`src/rtl/chimera_pkg.sv`:
```
// Shared types for the cluster clock-gate sequencer: FSM state encoding and
// the sizing helper for the per-cluster wait counter.
package chimera_pkg;

    typedef enum logic [2:0] {
        ST_RUN   = 3'd0,
        ST_ISO   = 3'd1,
        ST_DRAIN = 3'd2,
        ST_GATED = 3'd3,
        ST_WAKE  = 3'd4,
        ST_DEISO = 3'd5
    } gate_state_e;

    // Width able to hold the largest of the three cycle counts without wrapping.
    function automatic int cnt_width(input int drain, input int wake, input int tmo);
        int m;
        m = drain;
        if (wake > m) m = wake;
        if (tmo > m) m = tmo;
        return $clog2(m + 1);
    endfunction

endpackage

```
`src/rtl/chimera_clu_gate_fsm.sv`:
```
// Per-cluster clock-gate sequencer: isolate the AXI ports, drain, cut the
// clock, and reverse the order on wake. Moore outputs only.
//
//   state | meaning
//   ------+-----------------------------------------------------------
//   RUN   | clock running, isolation released
//   ISO   | isolation requested, waiting for ack (abort / timeout possible)
//   DRAIN | ack seen, fixed DrainCycles hold before cutting the clock
//   GATED | clock cut, cluster isolated
//   WAKE  | clock restored, fixed WakeCycles hold while still isolated
//   DEISO | isolation released, waiting for ack to drop (timeout possible)
module chimera_clu_gate_fsm
    import chimera_pkg::*;
#(
    parameter int DrainCycles   = 8,
    parameter int WakeCycles    = 4,
    parameter int TimeoutCycles = 256
) (
    input  logic clk_i,
    input  logic rst_i,
    input  logic gate_req_i,
    input  logic isolated_i,
    input  logic err_clr_i,
    output logic clk_en_o,
    output logic isolate_o,
    output logic gated_o,
    output logic busy_o,
    output logic err_o
);

    localparam int CntW = cnt_width(DrainCycles, WakeCycles, TimeoutCycles);
    localparam logic [CntW-1:0] DrainLast = CntW'(DrainCycles - 1);
    localparam logic [CntW-1:0] WakeLast  = CntW'(WakeCycles - 1);
    localparam logic [CntW-1:0] TmoLast   = CntW'(TimeoutCycles - 1);
    localparam logic [CntW-1:0] CntMax    = {CntW{1'b1}};

    gate_state_e     r_state;
    gate_state_e     w_state_nxt;
    logic [CntW-1:0] r_cnt;
    logic [CntW-1:0] w_cnt_nxt;
    logic            r_err;
    logic            w_tmo;

    always_comb begin
        w_state_nxt = r_state;
        w_tmo       = 1'b0;
        unique case (r_state)
            ST_RUN: begin
                if (gate_req_i) w_state_nxt = ST_ISO;
            end
            ST_ISO: begin
                if (isolated_i) begin
                    w_state_nxt = ST_DRAIN;
                end else if (!gate_req_i) begin
                    w_state_nxt = ST_DEISO;
                end else if (r_cnt == TmoLast) begin
                    w_tmo       = 1'b1;
                    w_state_nxt = ST_DEISO;
                end
            end
            ST_DRAIN: begin
                if (r_cnt == DrainLast) w_state_nxt = ST_GATED;
            end
            ST_GATED: begin
                if (!gate_req_i) w_state_nxt = ST_WAKE;
            end
            ST_WAKE: begin
                if (r_cnt == WakeLast) w_state_nxt = ST_DEISO;
            end
            ST_DEISO: begin
                if (!isolated_i) begin
                    w_state_nxt = ST_RUN;
                end else if (r_cnt == TmoLast) begin
                    w_tmo       = 1'b1;
                    w_state_nxt = ST_RUN;
                end
            end
            default: w_state_nxt = ST_RUN;
        endcase
    end

    // Counter restarts on every state entry and saturates instead of wrapping.
    always_comb begin
        w_cnt_nxt = r_cnt;
        if (w_state_nxt != r_state) begin
            w_cnt_nxt = '0;
        end else if (r_cnt != CntMax) begin
            w_cnt_nxt = r_cnt + CntW'(1);
        end
    end

    always_ff @(posedge clk_i) begin
        if (rst_i) begin
            r_state <= ST_RUN;
            r_cnt   <= '0;
            r_err   <= 1'b0;
        end else begin
            r_state <= w_state_nxt;
            r_cnt   <= w_cnt_nxt;
            if (w_tmo) begin
                r_err <= 1'b1;
            end else if (err_clr_i) begin
                r_err <= 1'b0;
            end
        end
    end

    assign clk_en_o  = (r_state != ST_GATED);
    assign isolate_o = (r_state == ST_ISO) || (r_state == ST_DRAIN) ||
                       (r_state == ST_GATED) || (r_state == ST_WAKE);
    assign gated_o   = (r_state == ST_GATED);
    assign busy_o    = (r_state == ST_ISO) || (r_state == ST_DRAIN) ||
                       (r_state == ST_WAKE) || (r_state == ST_DEISO);
    assign err_o     = r_err;

endmodule

```
`src/rtl/chimera_clu_gate_seq.sv`:
```
// Cluster clock-gate sequencer top: one independent gate FSM per cluster,
// sharing the error-clear pulse.
module chimera_clu_gate_seq #(
    parameter int NumClusters   = 5,
    parameter int DrainCycles   = 8,
    parameter int WakeCycles    = 4,
    parameter int TimeoutCycles = 256
) (
    input  logic                   clk_i,
    input  logic                   rst_i,
    input  logic [NumClusters-1:0] gate_req_i,
    input  logic [NumClusters-1:0] isolated_i,
    input  logic                   err_clr_i,
    output logic [NumClusters-1:0] clk_en_o,
    output logic [NumClusters-1:0] isolate_o,
    output logic [NumClusters-1:0] gated_o,
    output logic [NumClusters-1:0] busy_o,
    output logic [NumClusters-1:0] err_o
);

    for (genvar g = 0; g < NumClusters; g++) begin : g_clu
        chimera_clu_gate_fsm #(
            .DrainCycles  (DrainCycles),
            .WakeCycles   (WakeCycles),
            .TimeoutCycles(TimeoutCycles)
        ) u_fsm (
            .clk_i     (clk_i),
            .rst_i     (rst_i),
            .gate_req_i(gate_req_i[g]),
            .isolated_i(isolated_i[g]),
            .err_clr_i (err_clr_i),
            .clk_en_o  (clk_en_o[g]),
            .isolate_o (isolate_o[g]),
            .gated_o   (gated_o[g]),
            .busy_o    (busy_o[g]),
            .err_o     (err_o[g])
        );
    end

endmodule

```
`config.mk`:
```
export PLATFORM = sky130hd
export DESIGN_NAME = chimera_clu_gate_seq
export DESIGN_NICKNAME = d
export VERILOG_FILES = /design/src/rtl/chimera_pkg.sv /design/src/rtl/chimera_clu_gate_fsm.sv /design/src/rtl/chimera_clu_gate_seq.sv
export SDC_FILE = /design/constraint.sdc
export NUM_CORES = 1
export LEC_CHECK = 0
export BUFFER_PORTS_ARGS = -buffer_cell sky130_fd_sc_hd__buf_2
export CORE_MARGIN = 8
export CORE_UTILIZATION = 40
export CTS_BUF_LIST = sky130_fd_sc_hd__clkbuf_2
export CTS_CLUSTER_SIZE = 8
export DETAILED_ROUTE_END_ITERATION = 12
export PLACE_DENSITY = 0.56
export SLEW_MARGIN = 5
export SYNTH_ARGS = -nofsm -noshare
export SYNTH_HDL_FRONTEND = slang
export SYNTH_HIERARCHICAL = 1
export SYNTH_SLANG_ARGS = --single-unit
```
`constraint.sdc`:
```
create_clock -name clk_i -period 1.9 [get_ports clk_i]
set_clock_uncertainty 0.1 [all_clocks]
set_input_delay 0.095 -clock clk_i [delete_from_list [all_inputs] [get_ports clk_i]]
set_output_delay 0.095 -clock clk_i [all_outputs]
set_load 0.005 [all_outputs]
```
# Word level (Yosys, flattened, before mapping)
# Index checks and enable logic that the tools add are counted.
[word_totals]
reg_bits = 65
in_bits = 13
word_cells = 196
[op_classes]
reduce_logical = 40
eq_ne = 55
add_sub_neg = 5
muxes = 81
[ops]
columns = ["op", "n"]
rows = [
  ["two-way mux 3 bit", 45],
  ["case mux 3 bit (6 select lines)", 5],
  ["adder 9 x 1 -> 9 bit (second input constant)", 5],
  ["== test 9 x 2 -> 1 bit (second input constant)", 5],
  ["== test 9 x 3 -> 1 bit (second input constant)", 5],
  ["== test 9 x 8 -> 1 bit (second input constant)", 5],
  ["!= test 9 bit (second input constant)", 5],
  ["== test 3 x 2 -> 1 bit (second input constant)", 10],
  ["== test 3 bit (second input constant)", 10],
  ["two-way mux 1 bit", 26],
  ["logical OR 1 bit", 25],
  ["== test 3 x 1 -> 1 bit (second input constant)", 5],
  ["logical NOT 3 bit", 5],
  ["!= test 3 x 2 -> 1 bit (second input constant)", 5],
  ["!= test 3 bit", 5],
  ["case mux 1 bit (2 select lines)", 5],
  ["nonzero test 2 bit", 5],
  ["OR reduction 2 bit", 5],
]

# Longest topological paths before layout
# Gate-level depths: netlist of the first run.
[logic_depth]
depth_word = 7
depth_mapped = 9
mapped_depth_nobuf = 8

# By module
# The synthesis of the first run kept the hierarchy.
[modules_own_cells]
columns = ["module", "cells_each", "area_per_inst_um2", "instances", "seq_area_each_um2"]
rows = [
  ["chimera_clu_gate_fsm (g_clu[0].u_fsm ...)", 96, 850.8, 4, 260.2],
  ["chimera_clu_gate_fsm (g_clu[4].u_fsm)", 95, 838.3, 1, 260.2],
]

# Worst setup path after synthesis of the first run
# Ideal clock, no wire load.
[synth_path]
path_type = "reg-to-reg"
from = "reg g_clu[0].u_fsm.r_cnt[0]"
to = "reg g_clu[0].u_fsm.r_cnt[0]"
arrival_ns = 1.627
setup_time_ns = 0.127
t_required_ns = 1.673
setup_slack_ns = 0.046
path_stages_with_launch = 9
path_cell_list = "dfxtp_1 > ha_1 > nand3_1 > nor2_1 > ha_1 > inv_1 > a32o_1 > a32oi_4 > nor2_1"
[synth_between]
elab_chain_cells = 7
[synth_rtl]
columns = ["element", "line", "source"]
rows = [
  ["start, declared", "chimera_clu_gate_fsm.sv:39", "logic [CntW-1:0] r_cnt;"],
  ["start signal, assigned", "chimera_clu_gate_fsm.sv:99", "r_cnt <= w_cnt_nxt;"],
  ["== test 9 x 8 -> 1 bit", "chimera_clu_gate_fsm.sv:56, chimera_clu_gate_fsm.sv:73", ""],
  ["two-way mux 3 bit", "chimera_clu_gate_fsm.sv:56", "end else if (r_cnt == TmoLast) begin"],
  ["two-way mux 3 bit", "chimera_clu_gate_fsm.sv:54", "end else if (!gate_req_i) begin"],
  ["two-way mux 3 bit", "chimera_clu_gate_fsm.sv:52", "if (isolated_i) begin"],
  ["case mux 3 bit (6 select lines)", "chimera_clu_gate_fsm.sv:47", "unique case (r_state)"],
  ["!= test 3 bit", "chimera_clu_gate_fsm.sv:85", "if (w_state_nxt != r_state) begin"],
  ["OR reduction 2 bit (no line)", "n/a", ""],
]
# Parallel ways exist; a longest one is shown, timed or not.
# A chain may end at the register's enable or synchronous reset.

# Final worst setup path of the first run
[layout_path]
from = "reg g_clu[2].u_fsm.r_cnt[1]"
to = "reg g_clu[2].u_fsm.r_cnt[1]"
[layout_between]
elab_chain_cells = 7
[layout_rtl]
columns = ["element", "line"]
rows = [
  ["start, declared", "chimera_clu_gate_fsm.sv:39"],
  ["start signal, assigned", "chimera_clu_gate_fsm.sv:99"],
  ["== test 9 x 8 -> 1 bit", "chimera_clu_gate_fsm.sv:56, chimera_clu_gate_fsm.sv:73"],
  ["two-way mux 3 bit", "chimera_clu_gate_fsm.sv:56"],
  ["two-way mux 3 bit", "chimera_clu_gate_fsm.sv:54"],
  ["two-way mux 3 bit", "chimera_clu_gate_fsm.sv:52"],
  ["case mux 3 bit (6 select lines)", "chimera_clu_gate_fsm.sv:47"],
  ["!= test 3 bit", "chimera_clu_gate_fsm.sv:85"],
  ["OR reduction 2 bit (no line)", "n/a"],
]
# Parallel ways exist; a longest one is shown, timed or not.

==> flow_summary_export.csv, run 1 <==
group,metric,value,unit
cts,htreeDepth,3,
sta,slew_headroom,68.9,%
cells_and_area,area_growth,34.8,%
setup_path,critPathKind,"flop to flop",
setup_path,worst_setup_path_end_kind,"flop",
die,die_h,119,um
cts,cts_root_buf,"clkbuf_2",
power_and_ir_drop,leakagePower,2.19,nW
sta,rsz0062_at_grt,"true",
cts,clock-sinks,65,
grt,antenna_found_initial,0,
synth,synth_compound_area_share,15.3,%
cts,cts_tree,"done",
detailed_routing,ant_nets,0,
cells_and_area,fillers,926,
sta,hold_violations,0,
place,place_area,4860,um^2
synth,synth_fa_ha_area_share,5.60,%
synth,ys_ff_latch,65,
synth,ys.flop_type,"dfxtp_1",
detailed_routing,drc,0,
power_and_ir_drop,seqPwrFrac,47.2,%
detailed_routing,first_iter_violations,155,
run_status,status,"finished, violations left",
place,post-place-cells,685,
synth,netlist_area,4240,um^2
detailed_routing,drt_wl_total,9.85,mm
cells_and_area,final_cell_area,5720,um^2
synth,synth_nets,511,
synth,synth.avg_cell_area,8.86,um^2
place,gp_congestion,0.813,
worst_hold_path,min_path_type,"input pin to flop",
sta,finalCritPeriodShare,103,%
grt,grt_pass1_vias,3553,
power_and_ir_drop,p_int,0.00223,W
grt,top_usage_layer,"met2",
synth,synth-edff-count,0,
die,dieArea,14200,um^2
cts,clk_pin_slew,190,ps
setup_path,start_kind,"flop",
power_and_ir_drop,power_switching_share,30.4,%
grt,met2_usage,22.4,%
detailed_routing,wire_per_inst,13.5,um
cells_and_area,diodes,0,
detailed_routing,viasPerCell,5.13,
die,pin_count,38,
sta,finalSetupViolCount,22,
setup_path,crit_arrival,2260,ps
power_and_ir_drop,power.density,561,nW/um^2
setup_path,crit_fanout,4,
synth,synthArstFlopShare,0,%
cells_and_area,final_nets,620,
power_and_ir_drop,p_comb_share,22.7,%
grt,globalRouteTotalUtil,13.3,%
run_status,failed_checks,"negative setup slack",
synth,yosysSeqAreaShare,30.7,%
synth,yosys-mux-area-fraction,1.18,%
synth,synth_cell_type_count,38,
grt,grt_pass1_wl,15.9,mm
die,die_w,119,um
grt,grtUsageMet3,2.79,%
power_and_ir_drop,vdd_ir_drop_max,0.000317,V
sta,tightest_slew,466,ps
die,rows,37,
grt,gr-total-overflow,0,
synth,synth_warnings,6,
place,portBuffers,37,
detailed_routing,vias,3732,
run,drv_cap,0,
sta,drv_slew,0,
sta,max_freq,513,MHz
power_and_ir_drop,switching_power,0.000974,W
synth,yosys.area_share.xor_xnor,9.29,%
grt,grt_use_met1,15.4,%
detailed_routing,firstDrtPassIters,4,
synth,synthSimpleGateAreaFrac,30.8,%
power_and_ir_drop,power_frac_clock,30.1,%
sta,min_period,1950,ps
cells_and_area,final_cells,728,
grt,grt_max_degree,19,
synth,synthCells,479,
sta,fin_ws,-48.4,ps
place,dp_hpwl,6.67,mm
cts,clk_latency,500,ps
cells_and_area,drive_gt1_share,39.7,%
cts,clock_path_buffers,2,
synth,synth_top_family_by_area,"simple AND/OR/NAND/NOR gates",
setup_path,crit_required,2220,ps
die,start_util,41.1,%
cts,numCtsBuffers,9,
die,coreArea,10300,um^2
==> cell families (layout without fill, tap and decap cells) <==
logic type	Yosys count	in the layout
buf+inv	55	168
fa+ha+maj	19	19
mux	5	5
flops	65	65
compound gates	75	75
xor+xnor	45	45
simple gates	215	215
==> state kept, by name, indices dropped and copies added (netlist names) <==
signal               count
g_clu.u_fsm/r_cnt       45
g_clu.u_fsm/err_o        5
g_clu.u_fsm/r_state     15
==> cells in the final DEF, fill, tap and decap left out, drive strengths merged, types with 10 or more instances in the layout <==
cell type,instances
nor2b,15
nor3b,10
xnor2,25
nand2,10
nor2,95
nor4b,10
clkbuf,13
a21oi,15
dlygate4sd3,16
nand2b,15
a31oi,10
o21bai,10
nand4b,15
nor4,10
inv,25
buf,109
ha,19
dfxtp,65
nand4,10
xor2,20
==> cell usage after synthesis, types with 10 or more instances <==
cell type  count  area (um^2)
a31oi_1       10         62.6
xnor2_1       25          219
nand2_1       10         37.5
buf_6         10          113
nor2_1        95          357
nand4_1       10         62.6
xor2_1        20          175
inv_1         20         75.1
nor2b_1       15         93.8
nand4b_1      15          131
buf_2         15         75.1
dfxtp_1       65         1300
a21oi_1       15         75.1
o21bai_1      10         75.1
ha_1          19          238
nand2b_1      15         93.8
==> routing by layer <==
metal,vias up,part of all wire [%],wire (um)
li1,1896,-,-
met1,1759,44,4370
met2,55,49,4860
met3,22,3.7,368
met4,0,2.6,252
met5,-,0,0
==> worst max-delay path, cell delays in order (launching register included) <==
cell	delay, ps
dfxtp_2	390
ha_4	150
nand3_4	80
nor2_4	160
ha_4	160
inv_2	40
a32o_2	270
a32oi_4	270
clkbuf_16	210
nor2_2	30
==> layout make-up <==
class / count / area (um^2) / area share (%)
clock buffer: 10 / 50.0 / 0.875
clock inverter: 5 / 81.3 / 1.42
inverter: 25 / 93.8 / 1.64
multi-input combinational: 359 / 2980 / 52.1
sequential: 65 / 1330 / 23.2
tap: 136 / 170 / 2.98
timing repair buffer: 128 / 1020 / 17.8
==> power by group through the flow <==
stage                     Combinational, W  Clock (W)  Sequential, W
final                             0.000728   0.000966        0.00151
after global routing              0.000798    0.00105        0.00153
after global placement            0.000526          0        0.00152
after detailed placement          0.000537          0        0.00152
after floorplan                   0.000424          0        0.00148
after CTS                         0.000623    0.00101        0.00150
==> through the flow <==
stage                     total power, W  setup slack [ps]  hold WS [ps]  util [%]  setup TNS (ps)
after global routing             0.00337              -133           323      55.4           -3830
final                            0.00321             -48.4           306      55.4            -582
after global placement           0.00205             -57.5           312      47.1            -843
after CTS                        0.00313            0.0444           250      50.9               0
after detailed placement         0.00206             -83.5           317      47.1           -2390
after floorplan                  0.00190              45.6          64.4         -               0
==> worst paths after layout <==
check / from / to / slack [ps] / cells past startpoint
setup / recovery: g_clu[2].u_fsm/r_cnt[1] / g_clu[2].u_fsm/r_cnt[1] / -50 / 9
hold / removal: gate_req_i[0] / g_clu[0].u_fsm/r_state[2] / 310 / 4
hold reg to reg: g_clu[3].u_fsm/err_o / g_clu[3].u_fsm/err_o / 460 / 3
setup reg to reg: g_clu[2].u_fsm/r_cnt[1] / g_clu[2].u_fsm/r_cnt[1] / -50 / 9
==> repair_timing <==
action	4_1_cts	5_1_grt
setup buffers	6	3
pin swaps	5	45
setup endpoints to repair	45	57
hold endpoints to repair	20	0
cloned	0	3
gates resized for setup	4	105
hold buffers	16	0
Power figures use the tool's default switching activity.
==> run 2, diff against run 1 <==
--- a/config.mk
+++ b/config.mk
@@ -5,7 +5,7 @@
 export SDC_FILE = /design/constraint.sdc
 export NUM_CORES = 1
 export LEC_CHECK = 0
-export BUFFER_PORTS_ARGS = -buffer_cell sky130_fd_sc_hd__buf_2
+export BUFFER_PORTS_ARGS = -buffer_cell sky130_fd_sc_hd__buf_4
 export CORE_MARGIN = 8
 export CORE_UTILIZATION = 40
 export CTS_BUF_LIST = sky130_fd_sc_hd__clkbuf_2
==> run 2 against run 1 <==
Effect of this change: the run still ends with negative setup slack left; power shrank 5.5%; global-route usage is 0.18 points higher; fmax increased by 0.69%; non-clock buffer count rose by 2; first-iteration DRC count up 21%; die area is the same; core utilization is 0.16 points lower; highest routed layer unchanged; count of clock-buffer cells in the layout unchanged; hold slack lost 2.1 ps.
==> flow_summary_export.csv, run 2 (synthesis gave the netlist of run 1 again) <==
group,metric,value,unit
run_status,status,"finished, violations left",
run_status,failed_checks,"negative setup slack",
run,drv_cap,0,
cts,clock_path_buffers,2,
setup_path,r2r_cells,9,
cts,cts_root_buf,"clkbuf_2",
grt,grt_max_degree,21,
cts,cts_tree,"done",
sta,min_period,1940,ps
cells_and_area,regMostFlops,"g_clu.u_fsm/r_cnt",
power_and_ir_drop,power.density,531,nW/um^2
sta,fin_ws,-35.1,ps
sta,slew_headroom,74.9,%
setup_path,crit_fanout,4,
sta,rsz0062_at_grt,"true",
sta,finalSetupViolCount,7,
grt,globalRouteTotalUtil,13.4,%
setup_path,cp-endpoint,"g_clu[0].u_fsm/r_cnt[3]",
grt,grt_pass1_wl,16.3,mm
setup_path,critPathLaunch,"g_clu[0].u_fsm/r_cnt[1]",
die,coreArea,10300,um^2
detailed_routing,first_iter_violations,187,
power_and_ir_drop,leakagePower,2.20,nW
grt,grt_pass1_vias,3558,
detailed_routing,firstDrtPassIters,4,
cells_and_area,final_common_cell,"buf_4",
detailed_routing,drt_wl_total,9.73,mm
place,portBuffers,37,
cts,numCtsBuffers,9,
sta,finalCritPeriodShare,102,%
worst_hold_path,min_path_type,"input pin to flop",
cells_and_area,drive_gt1_share,37.8,%
setup_path,r2r_start,"g_clu[0].u_fsm/r_cnt[1]",
cells_and_area,final_cell_area,5700,um^2
setup_path,rrSetupSlack,-40,ps
detailed_routing,vias,3654,
detailed_routing,viasPerCell,5.00,
place,gp_congestion,0.781,
setup_path,cpPeakStageDelay,390,ps
die,die_w,119,um
setup_path,cp_common_cell,"ha_4",
detailed_routing,ant_nets,0,
power_and_ir_drop,power,0.00303,W
die,pin_count,38,
cts,htreeDepth,3,
setup_path,crit_chain,"ha_4 > nand3_4 > nor2_4 > ha_4 > inv_2 > a32o_2 > a32oi_4 > clkbuf_16 > nor2_1",
cells_and_area,final_cells,731,
grt,antenna_found_initial,0,
setup_path,reg2reg_to,"g_clu[0].u_fsm/r_cnt[3]",
die,dieArea,14200,um^2
sta,drv_slew,0,
cells_and_area,area_growth,34.5,%
detailed_routing,drc,0,
cells_and_area,largest_reg_flops,45,
setup_path,critPathKind,"flop to flop",
setup_path,start_kind,"flop",
cells_and_area,final_nets,622,
die,rows,37,
detailed_routing,wire_per_inst,13.3,um
die,die_h,119,um
cts,clk_latency,490,ps
cts,clock-sinks,65,
place,dp_hpwl,6.74,mm
grt,gr-total-overflow,0,
cells_and_area,final_cell_mix,"105 x buf_4, 76 x nor2_1, 42 x dfxtp_1",
setup_path,crit_arrival,2190,ps
setup_path,worst_setup_path_end_kind,"flop",
place,place_area,4940,um^2
setup_path,crit_required,2160,ps
power_and_ir_drop,vdd_ir_drop_max,0.000276,V
sta,hold_ws,304,ps
place,post-place-cells,683,
sta,hold_violations,0,
cells_and_area,diodes,0,
sta,tightest_slew,375,ps
die,start_util,41.1,%
sta,max_freq,517,MHz
setup_path,slowest_stage,"dfxtp_2",
cts,clk_pin_slew,230,ps
## run 2: how the worst min path moves through the flow
stage,cells after the start,start,slack [ps],end
finish,4,gate_req_i[1],300,g_clu[1].u_fsm/r_state[2]
global route,4,gate_req_i[3],260,g_clu[3].u_fsm/r_state[2]
CTS,4,gate_req_i[3],260,g_clu[3].u_fsm/r_state[2]
detailed placement,3,gate_req_i[0],300,g_clu[0].u_fsm/r_state[2]
global placement,3,gate_req_i[3],300,g_clu[3].u_fsm/r_state[2]
floorplan,1,rst_i,60,g_clu[0].u_fsm/r_state[0]
## run 2: routing by layer
layer	vias up	wire length [um]	global-route usage, %
met5	-	0	0
met4	0	102	4.51
met3	7	261	3.07
met2	32	4840	22.7
met1	1711	4530	16.5
li1	1904	-	-
## run 2: power by group
part | internal (W) | switching [W] | total [W] | leakage [nW]
combinational | 0.000381 | 0.000316 | 0.000697 | 1.60
clock | 0.000300 | 0.000515 | 0.000815 | 0.0654
sequential | 0.00142 | 0.0000967 | 0.00152 | 0.536
## run 2: metrics by stage
step                      setup slack [ps]  setup TNS, ps  util [%]
after floorplan                       45.6              0         -
after global placement               -55.1           -781      47.9
after detailed placement             -96.0          -2240      47.9
after CTS                            0.847              0      52.0
after global routing                 -78.1          -1390      55.2
final                                -35.1           -144      55.2
## run 2: final cells by class
class / count / area (um^2)
Timing Repair Buffer: 130 / 1090
Tap cell: 136 / 170
Clock inverter: 6 / 58.8
Inverter: 25 / 93.8
Clock buffer: 10 / 50.0
Multi-Input combinational cell: 359 / 2910
Sequential cell: 65 / 1330
Fill cell: 954 / 4620
## run 2: worst max-delay path, delay by kind of cell, from the launching register on
family / cells / cell delay (ps)
buffers and inverters: 2 / 240
adders and majority gates: 2 / 310
AOI/OAI and AO/OA: 2 / 530
and+or+nand+nor: 3 / 270
DFF: 1 / 390
## run 2: timing repair
action	CTS	global route
endpoints found under the hold margin	20	0
setup endpoints to repair	46	56
cloned	0	1
setup buffers	9	5
gates resized for setup	14	77
hold buffers	17	0
pin swaps	7	39
==> run 3, diff against run 2 <==
--- a/config.mk
+++ b/config.mk
@@ -7,11 +7,12 @@
 export LEC_CHECK = 0
 export BUFFER_PORTS_ARGS = -buffer_cell sky130_fd_sc_hd__buf_4
 export CORE_MARGIN = 8
-export CORE_UTILIZATION = 40
+export CORE_UTILIZATION = 35
 export CTS_BUF_LIST = sky130_fd_sc_hd__clkbuf_2
 export CTS_CLUSTER_SIZE = 8
 export DETAILED_ROUTE_END_ITERATION = 12
-export PLACE_DENSITY = 0.56
+export MAX_ROUTING_LAYER = met4
+export PLACE_DENSITY = 0.5
 export SLEW_MARGIN = 5
 export SYNTH_ARGS = -nofsm -noshare
 export SYNTH_HDL_FRONTEND = slang
==> run 3 against run 2 <==
Effect of this change: the run still ends with negative setup slack left; core utilization down 4.1 points; sequential cell count unchanged; hold slack worse by 25 ps; first-iteration DRC count increased by 4.3%; critical path depth did not move; global-route usage decreased by 1.1 points; sequential power about the same; die area rose by 12%; power rose by 2.8%; final cell count increased by 1.9%; fmax shrank 0.67%; combinational power up 17%; highest routed layer unchanged.
==> flow_summary_export.csv, run 3 (synthesis gave the netlist of run 1 again) <==
group,metric,value,unit
detailed_routing,first_iter_violations,195,
detailed_routing,wire_per_inst,13.6,um
cells_and_area,drive_gt1_share,44.1,%
detailed_routing,drc,0,
die,die_w,126,um
setup_path,r2r_cells,9,
grt,antenna_found_initial,0,
setup_path,worst_setup_path_end_kind,"flop",
cts,cts_tree,"done",
detailed_routing,vias,3733,
setup_path,crit_required,2220,ps
power_and_ir_drop,leakagePower,2.27,nW
cts,clk_pin_slew,180,ps
cts,clk_latency,520,ps
sta,hold_violations,0,
sta,rsz0062_at_grt,"true",
cells_and_area,area_growth,43.5,%
grt,grt_max_degree,21,
detailed_routing,ant_nets,0,
detailed_routing,viasPerCell,5.01,
setup_path,start_kind,"flop",
place,dp_hpwl,6.69,mm
sta,min_period,1950,ps
cts,numCtsBuffers,9,
cells_and_area,largest_reg_flops,45,
detailed_routing,drt_wl_total,10.1,mm
cts,clock_path_buffers,2,
grt,grt_pass1_vias,3473,
die,coreArea,11900,um^2
sta,drv_slew,0,
sta,tightest_slew,457,ps
setup_path,r2r_start,"g_clu[1].u_fsm/r_cnt[1]",
sta,max_freq,513,MHz
cells_and_area,final_cells,745,
grt,gr-total-overflow,0,
cells_and_area,diodes,0,
cts,cts_root_buf,"clkbuf_2",
cells_and_area,final_cell_mix,"107 x buf_4, 45 x nor2_1, 42 x dfxtp_1",
die,rows,40,
grt,globalRouteTotalUtil,12.4,%
cells_and_area,fillers,1136,
sta,hold_ws,279,ps
place,gp_congestion,0.772,
die,die_h,126,um
run_status,failed_checks,"negative setup slack",
cells_and_area,multiInputGateArea,3190,um^2
setup_path,cp-endpoint,"g_clu[1].u_fsm/r_cnt[5]",
run_status,status,"finished, violations left",
setup_path,critPathKind,"flop to flop",
setup_path,crit_arrival,2270,ps
die,start_util,35.6,%
power_and_ir_drop,power.density,512,nW/um^2
die,pin_count,38,
place,post-place-cells,697,
worst_hold_path,min_path_type,"input pin to flop",
cells_and_area,regMostFlops,"g_clu.u_fsm/r_cnt",
power_and_ir_drop,vdd_ir_drop_max,0.000267,V
setup_path,critPathLaunch,"g_clu[1].u_fsm/r_cnt[1]",
sta,finalCritPeriodShare,103,%
sta,slew_headroom,69.5,%
grt,grt_pass1_wl,16.1,mm
sta,fin_ws,-48.1,ps
cells_and_area,final_nets,626,
detailed_routing,firstDrtPassIters,6,
setup_path,reg2reg_to,"g_clu[1].u_fsm/r_cnt[5]",
run,drv_cap,0,
cells_and_area,seq_area,1330,um^2
sta,fin_setup_tns,-532,ps
setup_path,crit_fanout,4,
cts,clock-sinks,65,
cells_and_area,fin_util,51.1,%
setup_path,rrSetupSlack,-50,ps
place,place_area,4980,um^2
cells_and_area,final_common_cell,"buf_4",
sta,finalSetupViolCount,29,
cells_and_area,final_cell_area,6090,um^2
place,portBuffers,37,
die,dieArea,15900,um^2
cts,htreeDepth,3,
==> run 3: cell type report <==
cell class / instances / share of cell area, %
Sequential cell: 65 / 21.9
Clock buffer: 9 / 0.740
Multi-Input combinational cell: 359 / 52.3
Timing Repair Buffer: 134 / 19.7
Clock inverter: 6 / 0.822
Inverter: 25 / 1.54
Tap cell: 147 / 3.02
==> run 3: critical path: stages, from the launching register on <==
cell,delay (ps)
dfxtp_2,400
ha_4,160
nand3_4,80
nor2_4,150
ha_4,160
inv_2,30
a32o_2,270
a32oi_4,260
clkbuf_16,210
nor2_1,40
==> run 3: power by group <==
group | switching, W | total (W) | leakage (nW) | internal, W
Combinational | 0.000379 | 0.000817 | 1.67 | 0.000439
Sequential | 0.0000993 | 0.00152 | 0.536 | 0.00142
Clock | 0.000498 | 0.000776 | 0.0617 | 0.000278
==> run 3: through the flow <==
stage | setup slack [ps] | power, W
after floorplan | 45.6 | 0.00190
after global placement | -38.9 | 0.00208
after detailed placement | -78.4 | 0.00209
after CTS | 3.50 | 0.00300
after global routing | -125 | 0.00331
final | -48.1 | 0.00312
==> run 3: per-layer routing <==
layer / GRT usage [%] / up-vias / share of wire [%]
met1: 15.2 / 1752 / 47
met3: 3.38 / 13 / 4.2
met5: - / - / 0
met4: 5.52 / 0 / 1.6
li1: - / 1911 / -
met2: 18.7 / 57 / 47
==> run 3: how the worst min path moves through the flow <==
stage,start,depth (start not counted),slack (ps),endpoint
3_3_place_gp,gate_req_i[0],3,300,g_clu[0].u_fsm/r_state[2]
5_1_grt,gate_req_i[2],4,240,g_clu[2].u_fsm/r_state[2]
3_5_place_dp,gate_req_i[0],3,290,g_clu[0].u_fsm/r_state[2]
4_1_cts,gate_req_i[2],4,200,g_clu[2].u_fsm/r_state[2]
2_1_floorplan,rst_i,1,60,g_clu[0].u_fsm/r_state[0]
6_report,gate_req_i[0],4,280,g_clu[0].u_fsm/r_state[2]
==> run 3: timing repair <==
item	4_1_cts	5_1_grt
hold buffers	17	0
hold endpoints to repair	20	0
gates resized for setup	5	150
setup endpoints to repair	49	64
gates cloned	0	5
buffers inserted	5	6
pin swaps	5	66
